### src/rtl/id_stage_ctrl.sv
// Instruction-decode stage control: opcode decode, load-use hazard detection,
// and the ID/EX pipeline register with stall, bubble and flush handling.
module id_stage_ctrl #(
    parameter int DATA_W = 32
) (
    input  logic              clk,
    input  logic              rst,
    input  logic              in_valid,
    input  logic [DATA_W-1:0] in_inst,
    input  logic [DATA_W-1:0] in_pc,
    output logic              in_ready,
    output logic [2:0]        imm_type,
    input  logic              ex_ready,
    input  logic              flush,
    output logic              out_valid,
    output logic [DATA_W-1:0] out_inst,
    output logic [DATA_W-1:0] out_pc,
    output logic [2:0]        out_imm_type,
    output logic [4:0]        out_rs1,
    output logic [4:0]        out_rs2,
    output logic [4:0]        out_rd,
    output logic              out_reg_write,
    output logic              out_mem_read,
    output logic              out_mem_write,
    output logic              out_illegal,
    output logic [15:0]       bubble_cnt
);

    localparam logic [2:0] IMM_NONE = 3'd0;
    localparam logic [2:0] IMM_I    = 3'd1;
    localparam logic [2:0] IMM_S    = 3'd2;
    localparam logic [2:0] IMM_B    = 3'd3;
    localparam logic [2:0] IMM_U    = 3'd4;
    localparam logic [2:0] IMM_J    = 3'd5;

    localparam logic [6:0] OP_R      = 7'b0110011;
    localparam logic [6:0] OP_IMM    = 7'b0010011;
    localparam logic [6:0] OP_LOAD   = 7'b0000011;
    localparam logic [6:0] OP_JALR   = 7'b1100111;
    localparam logic [6:0] OP_STORE  = 7'b0100011;
    localparam logic [6:0] OP_BRANCH = 7'b1100011;
    localparam logic [6:0] OP_LUI    = 7'b0110111;
    localparam logic [6:0] OP_AUIPC  = 7'b0010111;
    localparam logic [6:0] OP_JAL    = 7'b1101111;
    localparam logic [6:0] OP_FENCE  = 7'b0001111;

    function automatic logic [15:0] sat_inc(input logic [15:0] v);
        return (v == 16'hFFFF) ? v : v + 16'd1;
    endfunction

    logic [6:0] w_opcode;
    logic [4:0] w_rs1;
    logic [4:0] w_rs2;
    logic [4:0] w_rd;
    logic [2:0] w_imm_type;
    logic       w_use_rs1;
    logic       w_use_rs2;
    logic       w_wr_rd;
    logic       w_mem_read;
    logic       w_mem_write;
    logic       w_illegal;
    logic       w_load_en;
    logic       w_hazard;

    logic              r_vld_p1;
    logic [DATA_W-1:0] r_inst_p1;
    logic [DATA_W-1:0] r_pc_p1;
    logic [2:0]        r_imm_type_p1;
    logic [4:0]        r_rs1_p1;
    logic [4:0]        r_rs2_p1;
    logic [4:0]        r_rd_p1;
    logic              r_reg_write_p1;
    logic              r_mem_read_p1;
    logic              r_mem_write_p1;
    logic              r_illegal_p1;
    logic [15:0]       r_bubble_cnt;

    assign w_opcode = in_inst[6:0];
    assign w_rd     = in_inst[11:7];
    assign w_rs1    = in_inst[19:15];
    assign w_rs2    = in_inst[24:20];

    always_comb begin
        w_imm_type  = IMM_NONE;
        w_use_rs1   = 1'b0;
        w_use_rs2   = 1'b0;
        w_wr_rd     = 1'b0;
        w_mem_read  = 1'b0;
        w_mem_write = 1'b0;
        w_illegal   = 1'b0;
        case (w_opcode)
            OP_R: begin
                w_use_rs1 = 1'b1;
                w_use_rs2 = 1'b1;
                w_wr_rd   = 1'b1;
            end
            OP_IMM, OP_LOAD, OP_JALR: begin
                w_imm_type = IMM_I;
                w_use_rs1  = 1'b1;
                w_wr_rd    = 1'b1;
                w_mem_read = (w_opcode == OP_LOAD);
            end
            OP_STORE: begin
                w_imm_type  = IMM_S;
                w_use_rs1   = 1'b1;
                w_use_rs2   = 1'b1;
                w_mem_write = 1'b1;
            end
            OP_BRANCH: begin
                w_imm_type = IMM_B;
                w_use_rs1  = 1'b1;
                w_use_rs2  = 1'b1;
            end
            OP_LUI, OP_AUIPC: begin
                w_imm_type = IMM_U;
                w_wr_rd    = 1'b1;
            end
            OP_JAL: begin
                w_imm_type = IMM_J;
                w_wr_rd    = 1'b1;
            end
            OP_FENCE: ;
            default: w_illegal = 1'b1;
        endcase
    end

    // Load-use: the instruction in ID reads the register a load in EX is about to fill.
    assign w_load_en = ~r_vld_p1 | ex_ready;
    assign w_hazard  = in_valid & r_vld_p1 & r_mem_read_p1 & (r_rd_p1 != 5'd0) &
                       ((w_use_rs1 & (w_rs1 == r_rd_p1)) | (w_use_rs2 & (w_rs2 == r_rd_p1)));

    assign in_ready = w_load_en & ~w_hazard & ~flush & ~rst;
    assign imm_type = w_imm_type;

    // ID -> EX boundary
    always_ff @(posedge clk) begin
        if (rst) begin
            r_vld_p1       <= 1'b0;
            r_inst_p1      <= '0;
            r_pc_p1        <= '0;
            r_imm_type_p1  <= IMM_NONE;
            r_rs1_p1       <= '0;
            r_rs2_p1       <= '0;
            r_rd_p1        <= '0;
            r_reg_write_p1 <= 1'b0;
            r_mem_read_p1  <= 1'b0;
            r_mem_write_p1 <= 1'b0;
            r_illegal_p1   <= 1'b0;
            r_bubble_cnt   <= '0;
        end else if (flush) begin
            r_vld_p1 <= 1'b0;
        end else if (w_load_en) begin
            if (w_hazard) begin
                r_vld_p1     <= 1'b0;
                r_bubble_cnt <= sat_inc(r_bubble_cnt);
            end else if (in_valid) begin
                r_vld_p1       <= 1'b1;
                r_inst_p1      <= in_inst;
                r_pc_p1        <= in_pc;
                r_imm_type_p1  <= w_imm_type;
                r_rs1_p1       <= w_rs1;
                r_rs2_p1       <= w_rs2;
                r_rd_p1        <= w_rd;
                r_reg_write_p1 <= w_wr_rd & (w_rd != 5'd0);
                r_mem_read_p1  <= w_mem_read;
                r_mem_write_p1 <= w_mem_write;
                r_illegal_p1   <= w_illegal;
            end else begin
                r_vld_p1 <= 1'b0;
            end
        end
    end

    assign out_valid     = r_vld_p1;
    assign out_inst      = r_inst_p1;
    assign out_pc        = r_pc_p1;
    assign out_imm_type  = r_imm_type_p1;
    assign out_rs1       = r_rs1_p1;
    assign out_rs2       = r_rs2_p1;
    assign out_rd        = r_rd_p1;
    assign out_reg_write = r_reg_write_p1;
    assign out_mem_read  = r_mem_read_p1;
    assign out_mem_write = r_mem_write_p1;
    assign out_illegal   = r_illegal_p1;
    assign bubble_cnt    = r_bubble_cnt;

endmodule

### config.mk
export PLATFORM = sky130hd
export DESIGN_NAME = id_stage_ctrl
export DESIGN_NICKNAME = d
export VERILOG_FILES = /design/src/rtl/id_stage_ctrl.sv
export SDC_FILE = /design/constraint.sdc
export NUM_CORES = 1
export LEC_CHECK = 0
export CAP_MARGIN = 10
export CELL_PAD_IN_SITES_DETAIL_PLACEMENT = 1
export CELL_PAD_IN_SITES_GLOBAL_PLACEMENT = 1
export CORE_ASPECT_RATIO = 0.7
export CORE_MARGIN = 5
export CORE_UTILIZATION = 30
export DETAILED_ROUTE_END_ITERATION = 10
export PLACE_DENSITY_LB_ADDON = 0.1
export SKIP_CTS_REPAIR_TIMING = 1
export SYNTH_ARGS = -nofsm -noshare
export SYNTH_HDL_FRONTEND = slang
export SYNTH_SLANG_ARGS = --single-unit
export TNS_END_PERCENT = 100
### constraint.sdc
create_clock -name clk -period 6.2 [get_ports clk]
set_input_delay 1.24 -clock clk [delete_from_list [all_inputs] [get_ports clk]]
set_output_delay 1.24 -clock clk [all_outputs]
set_load 0.005 [all_outputs]
==> results.py, run 1 <==
metrics = {
    "run_status": {
        "outcome": "finished, final reports clean",
    },
    "cts": {
        "cts_root_buf": "clkbuf_16",
        "clockBufferDepth": 2,
        "clk_latency_ns": 0.34,
        "htreeDepth": 3,
        "numCtsBuffers": 9,
        "clkTransAtPathRegs_ns": 0.06,
        "cts_tree": "yes",
        "cts.sinks": 88,
    },
    "finish": {
        "drive_above_1_share_pct": 4.17,
        "final_cell_mix": "clkdlybuf4s50_1, nand2_1, a21oi_1",
        "layout_commonest_cell": "clkdlybuf4s50_1",
        "n_antenna_cell": 0,
        "syn_to_final_growth_pct": 54.9,
        "nNetsFinal": 689,
    },
    "critical_path": {
        "cp_max_fo": 9,
        "cp.required_ns": 4.96,
        "critical-path-top-delay-family": "buffers and inverters",
        "cp_cell_sequence": "clkdlybuf4s50_1 > nor2_1 > nand4b_1 > o22ai_2 > nand2_1 > nand2_1 > nor2_1 > clkdlybuf4s50_1",
        "slowest_stage": "clkdlybuf4s50_1",
        "path_buf_inv": 2,
        "max_stage_delay_ns": 0.56,
        "critPathKind": "input pin to output pin",
        "endpoint_kind": "output pin",
        "crit_path_start_kind": "input pin",
        "arrival_ns": 3.27,
        "r2r_slack_ns": 3.21,
    },
    "route": {
        "dr.pass1.iters": 4,
        "finalWirelength_um": 13200,
        "drt_drc_violations_left": 0,
        "detail-route-antenna-nets": 0,
        "viasPerCell": 4.85,
        "vias": 3786,
        "wl_per_cell_um": 16.9,
        "drt_iter0_markers": 81,
    },
    "grt": {
        "grt_overflow": 0,
        "grtUsageMet1_pct": 22.9,
        "grt_pass1_vias": 3990,
        "globalRouteMet3Util_pct": 6.03,
        "grt_start_max_net_pins": 89,
        "grt_use_total_pct": 18.0,
        "grt_pass1_wl_um": 20800,
        "gr-usage-met2_pct": 29.4,
        "antenna_found_initial": 0,
        "grt_busiest_layer": "met2",
    },
    "floorplan": {
        "start_util_pct": 31.1,
        "die_x_um": 142,
        "die_h_um": 103,
        "rows": 33,
        "fp.dieArea_um2": 14600,
        "io_pins": 176,
        "core_um2": 11900,
    },
    "sta": {
        "setup_tns_ns": 0,
        "worst_slew_pin_slew_ns": 1.06,
        "fmax_mhz": 222,
        "finalCritPeriodShare_pct": 72.7,
        "rsz0062_at_grt": "false",
        "min_period_ns": 4.51,
        "slew_violations": 0,
        "report.final.hold_viol_count": 0,
        "hold_ws_ns": 0.454,
        "finClkSkew_ns": 0.00765,
        "finalSetupViolCount": 0,
        "maxSlewHeadroom_pct": 28.9,
    },
    "place": {
        "detailedPlacementHpwl_um": 9640,
        "port_buffers": 175,
        "place_congestion": 0.797,
    },
    "flow_run": {
        "cap_violations": 0,
    },
    "synth": {
        "ys_types": 36,
        "syn_area_per_cell_um2": 7.71,
        "synth_fp_nets": 547,
        "synth_seq_cells": 88,
        "ys_warn_count": 0,
        "postSynthCellCount": 477,
        "yosysSeqAreaShare_pct": 47.9,
        "synth_area_um2": 3680,
    },
    "pwr": {
        "p_leak_uw": 0.00193,
        "vdd_drop_max_mv": 0.158,
        "powerDensity_nw_per_um2": 230,
    },
    "hold_path": {
        "hold_class": "flip-flop to flip-flop",
    },
}
-- cell families (layout without fill, tap and decap cells) --
family	after synthesis	count (layout)	share of synthesized area, %
AO/OA/AOI/OAI	112	112	16.5
XOR/XNOR	12	12	2.86
adder cells (fa/ha/maj)	1	1	0.340
buffers and inverters	49	196	6.94
flip-flops	88	88	47.9
multiplexers	1	1	0.272
AND/OR/NAND/NOR	214	214	25.3
-- cells in the mapped netlist --
cell        n  area (µm²)
nand2_1   151         567
a21oi_1    89         445
dfxtp_1    88        1760
clkbuf_1   27         101
buf_4      16         120
nand3_1    14        70.1
nor2_1     11        41.3
xnor2_1    10        87.6
o21ai_0     8        40.0
or3_1       8        50.1
or4_1       8        60.1
o31ai_1     6        45.0
nor3_1      5        25.0
nand4_1     4        25.0
buf_2       3        15.0
or2_2       3        18.8
and3_1      2        12.5
inv_1       2        7.51
nand2b_1    2        12.5
nand4b_1    2        17.5
o22ai_1     2        12.5
xor2_1      2        17.5
a21boi_0    1        7.51
a21o_1      1        7.51
a21oi_2     1        8.76
and4_1      1        8.76
buf_6       1        11.3
ha_1        1        12.5
mux2i_1     1        10.0
nand3b_1    1        7.51
nor2b_1     1        6.26
nor3b_1     1        7.51
o211a_1     1        10.0
o21a_1      1        7.51
o22ai_2     1        12.5
o31a_1      1        8.76
-- per-stage QoR --
stage / instance area, µm² / worst slack [ns] / total power [µW] / utilization, % / cells
2_1_floorplan: 3680 / 2.82 / 679 / - / 477
3_3_place_gp: 5410 / 1.70 / 785 / 45.6 / 765
3_5_place_dp: 5410 / 1.68 / 789 / 45.6 / 765
4_1_cts: 5700 / 1.67 / 1330 / 48.1 / 781
5_1_grt: 5700 / 1.47 / 1360 / 48.1 / 781
6_report: 5700 / 1.69 / 1310 / 48.1 / 781
-- metal layers --
| layer | vias to the layer above | part of all wire, % |
|---|---|---|
| li1 | 1871 | - |
| met5 | - | 0 |
| met2 | 125 | 44 |
| met1 | 1776 | 47 |
| met3 | 14 | 7.9 |
| met4 | 0 | 1.2 |
-- cell type report --
class	count	area [µm²]
Multi-Input combinational cell	340	1670
Tap cell	157	196
Inverter	2	7.51
Sequential cell	88	1760
Clock buffer	11	253
Fill cell	1406	6150
Timing Repair Buffer	178	1770
Clock inverter	5	40.0
-- state kept, by name (all words and copies together) (netlist names) --
signal         flops
out_pc            32
out_inst          32
out_mem_read       1
out_illegal        1
out_reg_write      1
bubble_cnt        16
out_mem_write      1
out_imm_type       3
out_valid          1
-- power breakdown --
| group | switching, µW | internal, µW |
|---|---|---|
| sequential | 13.8 | 585 |
| clock | 239 | 296 |
| combinational | 74.7 | 101 |
| total | 328 | 982 |
-- final timing paths --
check                                 start                          to  depth (start not counted)
setup / recovery                 in_inst[2]                    in_ready                          8
hold / removal    out_inst[12]$_SDFFE_PP0P_   out_inst[12]$_SDFFE_PP0P_                          2
setup reg to reg   out_inst[8]$_SDFFE_PP0P_  out_mem_write$_SDFFE_PP0P_                          6
hold reg to reg   out_inst[12]$_SDFFE_PP0P_   out_inst[12]$_SDFFE_PP0P_                          2
-- worst register-to-register path: cells and delay by family, from the launching register on --
kind / cells / cell delay, ns
flip-flops: 1 / 0.40
buffers and inverters: 1 / 0.48
AO/OA/AOI/OAI: 3 / 1.32
AND/OR/NAND/NOR: 2 / 0.72
Note: power is estimated with default switching activity, not from simulation.
==> run 2, diff against run 1 <==
--- a/config.mk
+++ b/config.mk
@@ -10,7 +10,7 @@
 export CELL_PAD_IN_SITES_GLOBAL_PLACEMENT = 1
 export CORE_ASPECT_RATIO = 0.7
 export CORE_MARGIN = 5
-export CORE_UTILIZATION = 30
+export CORE_UTILIZATION = 25
 export DETAILED_ROUTE_END_ITERATION = 10
 export PLACE_DENSITY_LB_ADDON = 0.1
 export SKIP_CTS_REPAIR_TIMING = 1
==> constraint.sdc (replaced) <==
create_clock -name clk -period 3.8 [get_ports clk]
set_input_delay 0.76 -clock clk [delete_from_list [all_inputs] [get_ports clk]]
set_output_delay 0.76 -clock clk [all_outputs]
set_load 0.005 [all_outputs]
==> run 2 against run 1 <==
Net effect: highest routed layer unchanged; critical path type unchanged; final area is 2.0% higher; flip-flop and latch count stayed put; clock-buffer cell count is 1 lower; register-to-register slack worse by 1.9 ns; total power is 66% higher; first-iteration DRC count is 72% higher; sequential power is 63% higher.
==> results.py, run 2 (synthesis gave the netlist of run 1 again) <==
metrics = {
    "grt": {
        "grt_busiest_layer": "met2",
        "globalRouteMet3Util_pct": 6.02,
        "grt_overflow": 0,
        "grt_pass1_vias": 3943,
        "antenna_found_initial": 0,
        "grtUsageMet1_pct": 21.1,
        "grt_use_total_pct": 15.2,
        "grt_start_max_net_pins": 89,
        "gr-usage-met2_pct": 22.4,
        "grt_pass1_wl_um": 21400,
    },
    "place": {
        "port_buffers": 175,
        "detailedPlacementHpwl_um": 9610,
        "postPlaceCellArea_um2": 5510,
        "dp_slack_ns": 0.341,
        "place_congestion": 0.746,
        "dp_cells": 809,
    },
    "cts": {
        "numCtsBuffers": 9,
        "clkTransAtPathRegs_ns": 0.06,
        "clk_latency_ns": 0.34,
        "clockBufferDepth": 2,
        "cts_root_buf": "clkbuf_16",
        "cts_tree": "yes",
        "htreeDepth": 3,
        "cts.sinks": 88,
    },
    "sta": {
        "setup_tns_ns": 0,
        "finClkSkew_ns": 0.00845,
        "worst_slew_pin_slew_ns": 0.986,
        "report.final.hold_viol_count": 0,
        "finalCritPeriodShare_pct": 90.7,
        "fmax_mhz": 290,
        "rsz0062_at_grt": "false",
        "finalSetupViolCount": 0,
        "maxSlewHeadroom_pct": 34.3,
        "setup_ws_ns": 0.355,
        "slew_violations": 0,
        "min_period_ns": 3.44,
    },
    "critical_path": {
        "critical-path-top-delay-family": "buffers and inverters",
        "cp.required_ns": 3.04,
        "path_depth": 8,
        "path_buf_inv": 2,
        "cp_cell_sequence": "clkdlybuf4s50_1 > nand2_1 > o22ai_1 > o211a_1 > nand2_1 > nand2_1 > nor2_1 > clkdlybuf4s50_1",
        "arrival_ns": 2.68,
        "critPathKind": "input pin to output pin",
        "ff2ff_path_depth": 7,
        "cp_max_fo": 9,
        "slowest_stage": "clkdlybuf4s50_1",
        "crit_top_cell": "nand2_1",
        "crit_path_start_kind": "input pin",
        "max_stage_delay_ns": 0.63,
        "endpoint_kind": "output pin",
    },
    "finish": {
        "post-route-cell-area_um2": 5810,
        "layout.cells.non_filler": 825,
        "seqCellArea_um2": 1760,
        "multi_input_area_um2": 1670,
        "syn_to_final_growth_pct": 57.9,
        "layout_commonest_cell": "clkdlybuf4s50_1",
        "drive_above_1_share_pct": 4.92,
        "final_cell_mix": "clkdlybuf4s50_1, nand2_1, a21oi_1",
        "nNetsFinal": 695,
        "nFillCells": 1731,
        "n_antenna_cell": 0,
    },
    "pwr": {
        "vdd_drop_max_mv": 0.227,
        "p_leak_uw": 0.00197,
        "powerDensity_nw_per_um2": 373,
    },
    "floorplan": {
        "die_h_um": 112,
        "rows": 37,
        "fp.dieArea_um2": 17300,
        "start_util_pct": 25.2,
        "io_pins": 176,
        "core_um2": 14600,
        "die_x_um": 155,
    },
    "route": {
        "wl_per_cell_um": 16.1,
        "finalWirelength_um": 13300,
        "detail-route-antenna-nets": 0,
        "drt_iter0_markers": 139,
        "viasPerCell": 4.57,
        "dr.pass1.iters": 4,
        "drt_drc_violations_left": 0,
        "vias": 3769,
    },
    "hold_path": {
        "holdPathStages": 2,
        "hold_class": "flip-flop to flip-flop",
    },
    "flow_run": {
        "cap_violations": 0,
    },
    "run_status": {
        "outcome": "finished, final reports clean",
    },
}
run 2: cell count changes in the layout (fill, tap and decap cells not counted):
| cell | change |
|---|---|
| buf_4 | +6 |
| clkbuf_8 | -2 |
| buf_12 | +1 |
| buf_2 | -1 |
| bufinv_16 | +1 |
| clkbuf_1 | +1 |
| clkinv_2 | +1 |
| clkinv_4 | -1 |
| clkinvlp_4 | -1 |
| inv_6 | +1 |
run 2: worst register-to-register path: stages, from the launching register on:
cell     delay [ns]
dfxtp_1        0.38
ha_1           0.29
nand3_1        0.36
o31a_1         0.23
nand3_1        0.28
buf_4          0.32
or4_1          0.41
a21oi_1        0.16
run 2: cell type report:
type | instances | area share [%]
multi-input combinational | 340 | 28.8
tap | 195 | 4.20
sequential | 88 | 30.3
timing repair buffer | 184 | 31.5
clock buffer | 10 | 3.94
clock inverter | 6 | 1.16
inverter | 2 | 0.129
run 2: final timing paths:
kind | from | to | slack, ns
setup / recovery | in_inst[6] | in_ready | 0.36
hold reg to reg | out_pc[2]$_SDFFE_PP0P_ | out_pc[2]$_SDFFE_PP0P_ | 0.45
hold / removal | out_pc[2]$_SDFFE_PP0P_ | out_pc[2]$_SDFFE_PP0P_ | 0.45
setup reg to reg | bubble_cnt[0]$_SDFFE_PP0P_ | bubble_cnt[12]$_SDFFE_PP0P_ | 1.29
run 2: per-stage QoR:
stage          total power, µW  utilization (%)  hold WS [ns]
2_1_floorplan             1110                -         0.448
5_1_grt                   2280             39.8         0.470
4_1_cts                   2210             39.8         0.456
6_report                  2170             39.8         0.452
3_3_place_gp              1290             37.8         0.441
3_5_place_dp              1290             37.8         0.446
run 2: routing by layer:
layer,part of all wire (%),vias up,wire length [µm]
li1,-,1883,-
met1,49,1761,6570
met2,41,115,5480
met3,8.8,10,1170
met4,0.78,0,104
met5,0,-,0
run 2: power by group:
group,internal [µW],switching (µW),leakage (µW)
combinational,168,122,0.00111
clock,514,387,0.000139
sequential,955,22.8,0.000717
